==> src/rtl/mem_sequencer_pkg.sv <==
// Shared constants for the memory sequencer: state encodings and the NOP
// instruction presented to the core whenever no fetched instruction is valid.
package mem_sequencer_pkg;

    localparam logic [2:0] S_IDLE   = 3'd0;
    localparam logic [2:0] S_FETCH  = 3'd1;
    localparam logic [2:0] S_IWAIT  = 3'd2;
    localparam logic [2:0] S_EXEC   = 3'd3;
    localparam logic [2:0] S_DWAIT  = 3'd4;
    localparam logic [2:0] S_COMMIT = 3'd5;

    // addi x0, x0, 0
    localparam logic [31:0] NOP_INSTR = 32'h00000013;

    // Loader writes are always full-word.
    function automatic logic [3:0] full_lanes(input logic we);
        return we ? 4'hF : 4'h0;
    endfunction

endpackage

==> src/rtl/mem_sequencer_retire_counter.sv <==
// Free-running retired-instruction counter with enable and a synchronous
// active-low clear. Wraps at 2^32.
module retire_counter (
    input  logic        clk,
    input  logic        clr_n,
    input  logic        en,
    output logic [31:0] count
);

    logic [31:0] count_q;
    logic [31:0] count_d;

    // Next count: increment once per enabled cycle.
    always_comb begin
        count_d = count_q;
        if (en) begin
            count_d = count_q + 32'd1;
        end
    end

    // Count register with synchronous clear.
    always_ff @(posedge clk) begin
        if (!clr_n) begin
            count_q <= '0;
        end else begin
            count_q <= count_d;
        end
    end

    assign count = count_q;

endmodule

==> src/rtl/mem_sequencer.sv <==
// Multi-cycle sequencer letting a single-cycle core share one single-port
// synchronous BRAM between instruction fetch, data access and a loader.
// The fetched instruction and loaded data are held in registers; the core
// is stalled except in the single commit cycle of each instruction.
module mem_sequencer
    import mem_sequencer_pkg::*;
#(
    parameter int ADDR_WIDTH = 12,
    parameter int DATA_WIDTH = 32
) (
    input  logic                  clk,
    input  logic                  rst,
    input  logic                  run,
    input  logic [ADDR_WIDTH-1:0] c_i_r_addr,
    output logic [DATA_WIDTH-1:0] c_i_r_dat,
    input  logic [ADDR_WIDTH-1:0] c_d_r_addr,
    input  logic                  c_d_r_enb,
    output logic [DATA_WIDTH-1:0] c_d_r_dat,
    input  logic [ADDR_WIDTH-1:0] c_d_w_addr,
    input  logic [DATA_WIDTH-1:0] c_d_w_dat,
    input  logic                  c_d_w_enb,
    input  logic [3:0]            c_d_w_byte_enb,
    output logic                  pc_stall,
    output logic                  wb_en,
    output logic [ADDR_WIDTH-1:0] m_addr,
    output logic                  m_en,
    output logic [3:0]            m_we,
    output logic [DATA_WIDTH-1:0] m_wdat,
    input  logic [DATA_WIDTH-1:0] m_rdat,
    output logic                  ld_ready,
    input  logic                  ld_en,
    input  logic                  ld_we,
    input  logic [ADDR_WIDTH-1:0] ld_addr,
    input  logic [DATA_WIDTH-1:0] ld_wdat,
    output logic [DATA_WIDTH-1:0] ld_rdat,
    output logic [31:0]           instret,
    output logic                  err
);

    localparam logic [DATA_WIDTH-1:0] NOP_W = DATA_WIDTH'(NOP_INSTR);

    logic [2:0]            state_q, state_d;
    logic [DATA_WIDTH-1:0] ir_q, ir_d;
    logic [DATA_WIDTH-1:0] dr_q, dr_d;
    logic                  err_q, err_d;
    logic                  commit;

    // Memory mux, core handshake and next-state logic, all keyed on state.
    always_comb begin
        state_d   = state_q;
        ir_d      = ir_q;
        dr_d      = dr_q;
        err_d     = err_q;
        m_addr    = c_i_r_addr;
        m_en      = 1'b0;
        m_we      = 4'h0;
        m_wdat    = c_d_w_dat;
        c_i_r_dat = ir_q;
        commit    = 1'b0;
        ld_ready  = 1'b0;

        case (state_q)
            S_IDLE: begin
                ld_ready  = 1'b1;
                m_addr    = ld_addr;
                m_en      = ld_en;
                m_we      = full_lanes(ld_en & ld_we);
                m_wdat    = ld_wdat;
                c_i_r_dat = NOP_W;
                if (run) begin
                    state_d = S_FETCH;
                end
            end
            S_FETCH: begin
                m_en      = 1'b1;
                c_i_r_dat = NOP_W;
                state_d   = S_IWAIT;
            end
            S_IWAIT: begin
                ir_d      = m_rdat;
                c_i_r_dat = NOP_W;
                state_d   = S_EXEC;
            end
            S_EXEC: begin
                if (c_d_w_enb) begin
                    // A store wins over a simultaneous load; the clash is flagged.
                    m_addr = c_d_w_addr;
                    m_en   = 1'b1;
                    m_we   = c_d_w_byte_enb;
                    commit = 1'b1;
                    if (c_d_r_enb) begin
                        err_d = 1'b1;
                    end
                end else if (c_d_r_enb) begin
                    m_addr  = c_d_r_addr;
                    m_en    = 1'b1;
                    state_d = S_DWAIT;
                end else begin
                    commit = 1'b1;
                end
            end
            S_DWAIT: begin
                dr_d    = m_rdat;
                state_d = S_COMMIT;
            end
            S_COMMIT: begin
                commit = 1'b1;
            end
            default: begin
                c_i_r_dat = NOP_W;
                state_d   = S_IDLE;
            end
        endcase

        // Halting only happens at an instruction boundary.
        if (commit) begin
            state_d = run ? S_FETCH : S_IDLE;
        end

        // The loader may only touch memory while the core is parked.
        if (ld_en && (state_q != S_IDLE)) begin
            err_d = 1'b1;
        end

        // Nothing reaches the BRAM or the core while reset is held.
        if (!rst) begin
            m_en      = 1'b0;
            m_we      = 4'h0;
            commit    = 1'b0;
            ld_ready  = 1'b0;
            c_i_r_dat = NOP_W;
        end
    end

    // State, instruction/data holding registers and sticky error flag.
    always_ff @(posedge clk) begin
        if (!rst) begin
            state_q <= S_IDLE;
            ir_q    <= NOP_W;
            dr_q    <= '0;
            err_q   <= 1'b0;
        end else begin
            state_q <= state_d;
            ir_q    <= ir_d;
            dr_q    <= dr_d;
            err_q   <= err_d;
        end
    end

    retire_counter u_retire_counter (
        .clk   (clk),
        .clr_n (rst),
        .en    (commit),
        .count (instret)
    );

    assign pc_stall  = ~commit;
    assign wb_en     = commit;
    assign c_d_r_dat = dr_q;
    assign ld_rdat   = m_rdat;
    assign err       = err_q;

endmodule

==> config.mk <==
export PLATFORM = sky130hd
export DESIGN_NAME = mem_sequencer
export DESIGN_NICKNAME = d
export VERILOG_FILES = /design/src/rtl/mem_sequencer_pkg.sv /design/src/rtl/mem_sequencer_retire_counter.sv /design/src/rtl/mem_sequencer.sv
export SDC_FILE = /design/constraint.sdc
export NUM_CORES = 1
export LEC_CHECK = 0
export ABC_AREA = 1
export CAP_MARGIN = 20
export CELL_PAD_IN_SITES_DETAIL_PLACEMENT = 0
export CELL_PAD_IN_SITES_GLOBAL_PLACEMENT = 1
export CORE_MARGIN = 3
export CORE_UTILIZATION = 25
export CTS_BUF_LIST = sky130_fd_sc_hd__clkbuf_8
export CTS_CLUSTER_DIAMETER = 200
export CTS_CLUSTER_SIZE = 40
export DETAILED_ROUTE_END_ITERATION = 6
export PLACE_DENSITY_LB_ADDON = 0.1
export SYNTH_ARGS = -nofsm -noshare
export SYNTH_HDL_FRONTEND = slang
export SYNTH_SLANG_ARGS = --single-unit
==> constraint.sdc <==
create_clock -name clk -period 1.9 [get_ports clk]
set_input_delay 0.19 -clock clk [delete_from_list [all_inputs] [get_ports clk]]
set_output_delay 0.19 -clock clk [all_outputs]
set_load 0.05 [all_outputs]
==> qor.csv, run 1 <==
metric;value;unit
status;finished, violations left;
violations;negative setup slack;
rsz0062_at_grt;true;
muxShareOfSynthArea;0;%
endpoint_kind;output pin;
vias;6452;
ys_warn_count;0;
drc_errors;0;
ys_ff_latch;100;
path_cells;nand2_4, nor2_4, inv_2, buf_6, nor2_4, buf_6, nand2_1, o211ai_1, buf_12;
tightest_slew;0.5385;ns
synth_area;5441;sq um
dp_cells;1439;
grt_usage;18.82;%
htreeDepth;3;
path_clk_slew;0.10;ns
critical-path-top-delay-family;buffers and inverters;
dp_hpwl;18130;um
routed_via_density;4.392;
hold_class;in -> reg;
drtPass1Iterations;4;
p_leak;0.004398;uW
syn_avg_cell_area;6.247;sq um
pwr_density_cell;676.9;nW/um^2
dieArea;23570;sq um
cts_tree;done;
wl_per_cell;15.93;um
cap_violations;0;
ios;336;
gp_congestion;0.8157;
peakVddDrop;0.4090;mV
synth_fa_ha_area_share;0.2299;%
timing.final.crit_share;105.4;%
synth.top_cells.by_area;dfxtp_1 (37%), nand2_1 (14%), nor2_1 (12%);
num_rows;53;
placement.io_buffers;335;
cts_root_buffer;clkbuf_8;
arrival;1.81;ns
slew_viol_final;0;
netlist.area_leader.share;36.79;%
synth_area_leader_cell;dfxtp_1;
pwr-share-comb;46.6;%
die_h;153.5;um
p_switching;2674;uW
synthTopCellsByCount;nand2_1 (208), nor2_1 (173), dfxtp_1 (100);
cp_max_fo;6;
synth_most_common_cell;nand2_1;
critPathKind;reg -> out;
first_global_vias;6185;
final_hold_viol_count;0;
grt_pass1_wl;35250;um
grt_max_degree;39;
critical_path.startpoint_type;flip-flop;
p_sw_share;38.24;%
synth_cell_types;25;
nets;1345;
cts.sinks;100;
drtIter0Drc;243;
routed_wl;23410;um
fin_setup_tns;-1.957;ns
antenna_found_initial;0;
synth_xor_area_share;0.9657;%
grt_overflow_total;0;
cp.required;1.71;ns
slew_headroom;63.99;%
fin_hold_ws;0.2069;ns
power.internal;4319;uW
critPathBufInv;4;
synth_ff_type;dfxtp_1;
start_util;25.64;%
synth_enable_flop_cells;0;
cts_inserted_buffers;9;
syn2layout_area_growth;89.86;%
netlist_instances;871;
cpPeakStageDelay;0.40;ns
ant_nets;0;
p_seq_share;31.9;%
core;21220;sq um
ys_seq_area_share;36.79;%
layoutNonFillerInstCount;1469;
synth_top_family_by_area;simple AND/OR/NAND/NOR gates;
async_flop_share;0;%
die_w;153.5;um
p_clk_share;21.5;%
syn-num-nets;1027;
layout_setup_ws;-0.1023;ns
drive_gt1_share;22.78;%
n_antenna_cell;0;
clock_latency;0.39;ns
yosys.area_share.simple;32.51;%
cpMaxStageDelayCell;dfxtp_4;
skew;0.01044;ns
synth_compound_area_share;15.36;%
clock.fmax;0.4994;GHz
finalCriticalPeriod;2.002;ns
setup_viol_count_final;44;
cts_hold_buf;0;
cts_buffer_depth;2;
metal layers:
metal / global-route usage (%) / wire (um) / vias to the layer above
met5: 0 / 0 / -
met4: 4.752 / 337 / 0
met3: 6.248 / 1982 / 17
met2: 33.34 / 11820 / 226
met1: 21.87 / 9270 / 2846
li1: - / - / 3363
area by class of cell:
cell class                      count  area (sq um)
Fill cell                        2183         10890
Timing Repair Buffer              381          4431
Multi-Input combinational cell    600          2963
Sequential cell                   100          2013
Inverter                           97         366.6
Tap cell                          275         344.1
Clock buffer                       10         137.6
Clock inverter                      6         76.32
kinds of logic (layout without fill, tap and decap cells):
logic type | Yosys count | after routing
xor gates and xnor gates | 6 | 6
and+or+nand+nor | 443 | 443
DFF | 100 | 100
adders and majority gates | 1 | 1
AOI/OAI and AO/OA | 150 | 150
buffers and inverters | 171 | 494
registers in the layout, indices dropped and copies added (netlist names):
| name | cells |
|---|---|
| c_d_r_dat | 32 |
| err | 1 |
| ir_q | 32 |
| state_q | 3 |
| u_retire_counter.count | 32 |
worst register-to-register path, delay by kind of cell (launching register included):
| kind | cells | cell delay, ns |
|---|---|---|
| AO/OA/AOI/OAI | 1 | 0.21 |
| AND/OR/NAND/NOR | 6 | 0.50 |
| flip-flops | 1 | 0.40 |
| buffers and inverters | 3 | 0.61 |
power groups by stage:
stage | sequential, uW | combinational, uW | clock, uW
final | 2230 | 3260 | 1500
after global routing | 2240 | 3420 | 1650
after CTS | 2230 | 3120 | 1560
after detailed placement | 2270 | 3060 | 0
after global placement | 2270 | 3070 | 0
after floorplan | 2330 | 1430 | 0
metrics by stage:
stage               setup WS [ns]  instance area, sq um  total power (uW)  util (%)
floorplan                -0.03353                  5441              3762         -
global placement          0.05272                  9428              5339     44.43
detailed placement        0.06245                  9428              5338     44.43
CTS                       -0.1322                  9867              6910     46.50
global route              -0.2098                 10330              7317     48.69
finish                    -0.1023                 10330              6993     48.69
cell usage in the layout (no fill, tap or decap), types with 6 or more instances in the layout:
master	n
clkdlybuf4s50_1	194
nand2_1	184
nor2_1	137
dfxtp_1	97
inv_1	92
buf_4	63
o21ai_0	62
buf_12	62
a21oi_1	44
buf_6	35
nand3_1	34
nor2_2	28
nand2_2	22
nor2_4	12
o211ai_1	12
dlymetal6s2s_1	11
a32oi_1	10
o21ai_1	10
nand4_1	10
clkbuf_8	10
nor3_1	7
dlygate4sd2_1	6
timing repair:
item                                    CTS  global route
gates cloned                              1             4
gates resized for setup                  47           116
endpoints found under the setup margin   90           101
pin swaps                                11             5
setup buffers                             5             4
path summary, 6_finish.rpt:
check                           startpoint                         end  slack (ns)  depth (start not counted)
worst max register to register  state_q[1]  u_retire_counter.count[21]        0.08                         10
worst min register to register    ir_q[25]                    ir_q[25]        0.47                          2
worst min-delay path                   rst   u_retire_counter.count[2]        0.21                          3
worst max-delay path            state_q[1]                   m_addr[4]       -0.10                          9
Note: power is estimated with default switching activity, not from simulation.
==> inputs of run 2 (changes only) <==
--- a/config.mk
+++ b/config.mk
@@ -6,10 +6,11 @@
 export NUM_CORES = 1
 export LEC_CHECK = 0
 export ABC_AREA = 1
+export ABC_CLOCK_PERIOD_IN_PS = 1900
 export CAP_MARGIN = 20
 export CELL_PAD_IN_SITES_DETAIL_PLACEMENT = 0
 export CELL_PAD_IN_SITES_GLOBAL_PLACEMENT = 1
-export CORE_MARGIN = 3
+export CORE_MARGIN = 1.5
 export CORE_UTILIZATION = 25
 export CTS_BUF_LIST = sky130_fd_sc_hd__clkbuf_8
 export CTS_CLUSTER_DIAMETER = 200
==> run 2 against run 1 <==
Compared with the run above:
- total power down 2.4%
- die area down 3.9%
- the run still ends with negative setup slack left
- critical path type unchanged
- sequential cell count unchanged
- routed wire length down 3.9%
- final cell count about the same
- highest routed layer unchanged
- first-iteration DRC count up 26%
- clock skew up 0.0038 ns
- fmax about the same
- sequential share of layout area up 0.51 points
==> qor.csv, run 2 (synthesized netlist as in run 1, its figures left out) <==
metric;value;unit
core;21150;sq um
crit_cells;7;
fin_setup_tns;-1.393;ns
vias;6510;
violations;negative setup slack;
cp.required;1.71;ns
p_leak;0.004377;uW
cp-startpoint;state_q[1];
gp_congestion;0.8824;
num_rows;53;
tightest_slew;0.5609;ns
slew_viol_final;0;
nFillCells;2205;
fin_util;47.59;%
wl_per_cell;15.32;um
holdCritStartpoint;rst;
cts.sinks;100;
die_h;150.5;um
status;finished, violations left;
pwr_density_cell;677.8;nW/um^2
drc_errors;0;
routed_via_density;4.435;
dieArea;22660;sq um
drtIter0Drc;306;
ff2ff_path_depth;7;
cts_root_buffer;clkbuf_8;
slew_headroom;62.49;%
placement.io_buffers;335;
htreeDepth;3;
fin_hold_ws;0.1826;ns
grt_overflow_total;0;
cp_max_fo;12;
critical-path-top-delay-family;buffers and inverters;
r2r_end;u_retire_counter.count[23];
layout_common_cells;nand2_1 (196), clkdlybuf4s50_1 (193), nor2_1 (164), dfxtp_1 (97), inv_1 (93);
start_util;25.72;%
grt_usage;19.61;%
rsz0062_at_grt;true;
cpMaxStageDelayCell;dfxtp_4;
drtPass1Iterations;4;
cts_tree;done;
ff_latch_area;2013;sq um
setup_viol_count_final;38;
cap_violations;0;
layout_setup_ws;-0.1039;ns
cts_buffer_depth;2;
first_global_vias;6120;
path_cells;nand2_2, nor2_4, buf_4, buf_6, a32oi_1, o211ai_1, clkbuf_16;
hold_class;in -> reg;
peakVddDrop;0.3945;mV
path_clk_slew;0.11;ns
cts_inserted_buffers;9;
clock_latency;0.38;ns
grt_max_degree;83;
r2r_slack;0.21;ns
final_common_cell;nand2_1;
nets;1343;
die_w;150.5;um
timing.final.crit_share;105.5;%
rr_startpoint;u_retire_counter.count[11];
final_hold_viol_count;0;
ant_nets;0;
total_power;6824;uW
antenna_found_initial;1;
finalCriticalPeriod;2.004;ns
cts_hold_buf;0;
min_path_cells;3;
cpPeakStageDelay;0.39;ns
multiInputGateArea;2814;sq um
grt_pass1_wl;34050;um
clock.fmax;0.4990;GHz
arrival;1.81;ns
ios;336;
critPathKind;reg -> out;
endpoint_kind;output pin;
min_to;u_retire_counter.count[8];
routed_wl;22490;um
critical_path.startpoint_type;flip-flop;
critPathBufInv;3;
skew;0.01425;ns
syn2layout_area_growth;85.01;%
drive_gt1_share;18.96;%
dp_hpwl;16930;um
==> run 2: cell count changes in the layout (fill, tap and decap cells not counted), moves of 8 or more <==
cell	delta
nor2_4	-8
nor2_2	-19
nand2_1	+12
nand2_2	-12
nor2_1	+27
buf_4	+9
==> run 2: area by class of cell <==
| cell class | instances | share of cell area, % |
|---|---|---|
| Antenna cell | 1 | 0.02486 |
| Clock buffer | 9 | 1.230 |
| Clock inverter | 7 | 0.7706 |
| Inverter | 97 | 3.691 |
| Multi-Input combinational cell | 600 | 27.95 |
| Sequential cell | 100 | 20.00 |
| Tap cell | 275 | 3.418 |
| Timing Repair Buffer | 379 | 42.92 |
==> run 2: what timing repair did <==
action | 4_1_cts | 5_1_grt
setup endpoints to repair | 92 | 100
cloned | 2 | 2
setup buffers | 7 | 6
pin swaps | 8 | 11
resized for setup | 67 | 40
==> run 2: worst reg2reg max path, cell delays in order (launching register included) <==
cell     delay (ns)
dfxtp_1        0.47
nand2_1        0.15
nor2_1         0.24
nand3_1        0.12
nor2_2         0.30
nand3_1        0.16
nor2_1         0.12
nor2_1         0.05
==> run 2: stage by stage <==
step	cells	worst slack, ns	instance area [sq um]
after global routing	1468	-0.2142	10070
after detailed placement	1435	-0.08849	9380
final	1468	-0.1039	10070
after global placement	1435	-0.05308	9380
after floorplan	871	-0.03353	5441
after CTS	1459	-0.09081	9853
==> run 2: power by group <==
part | internal (uW) | switching, uW | leakage [uW]
clock | 619 | 821 | 0.0000988
sequential | 2190 | 37.9 | 0.000812
combinational | 1420 | 1740 | 0.00347
total | 4230 | 2600 | 0.00438
==> run 2: worst max-delay path by stage <==
stage	to	slack, ns
final	m_addr[9]	-0.10
after global routing	m_addr[9]	-0.21
after CTS	m_addr[7]	-0.09
after detailed placement	m_addr[7]	-0.09
after global placement	m_addr[6]	-0.05
after floorplan	c_i_r_dat[11]	-0.03
==> run 2: per-layer routing <==
layer	track usage, %	wire length (um)	vias up
li1	-	-	3359
met1	23.04	9214	2869
met2	34.20	10940	254
met3	5.303	1790	28
met4	6.716	550	0
met5	0	0	-
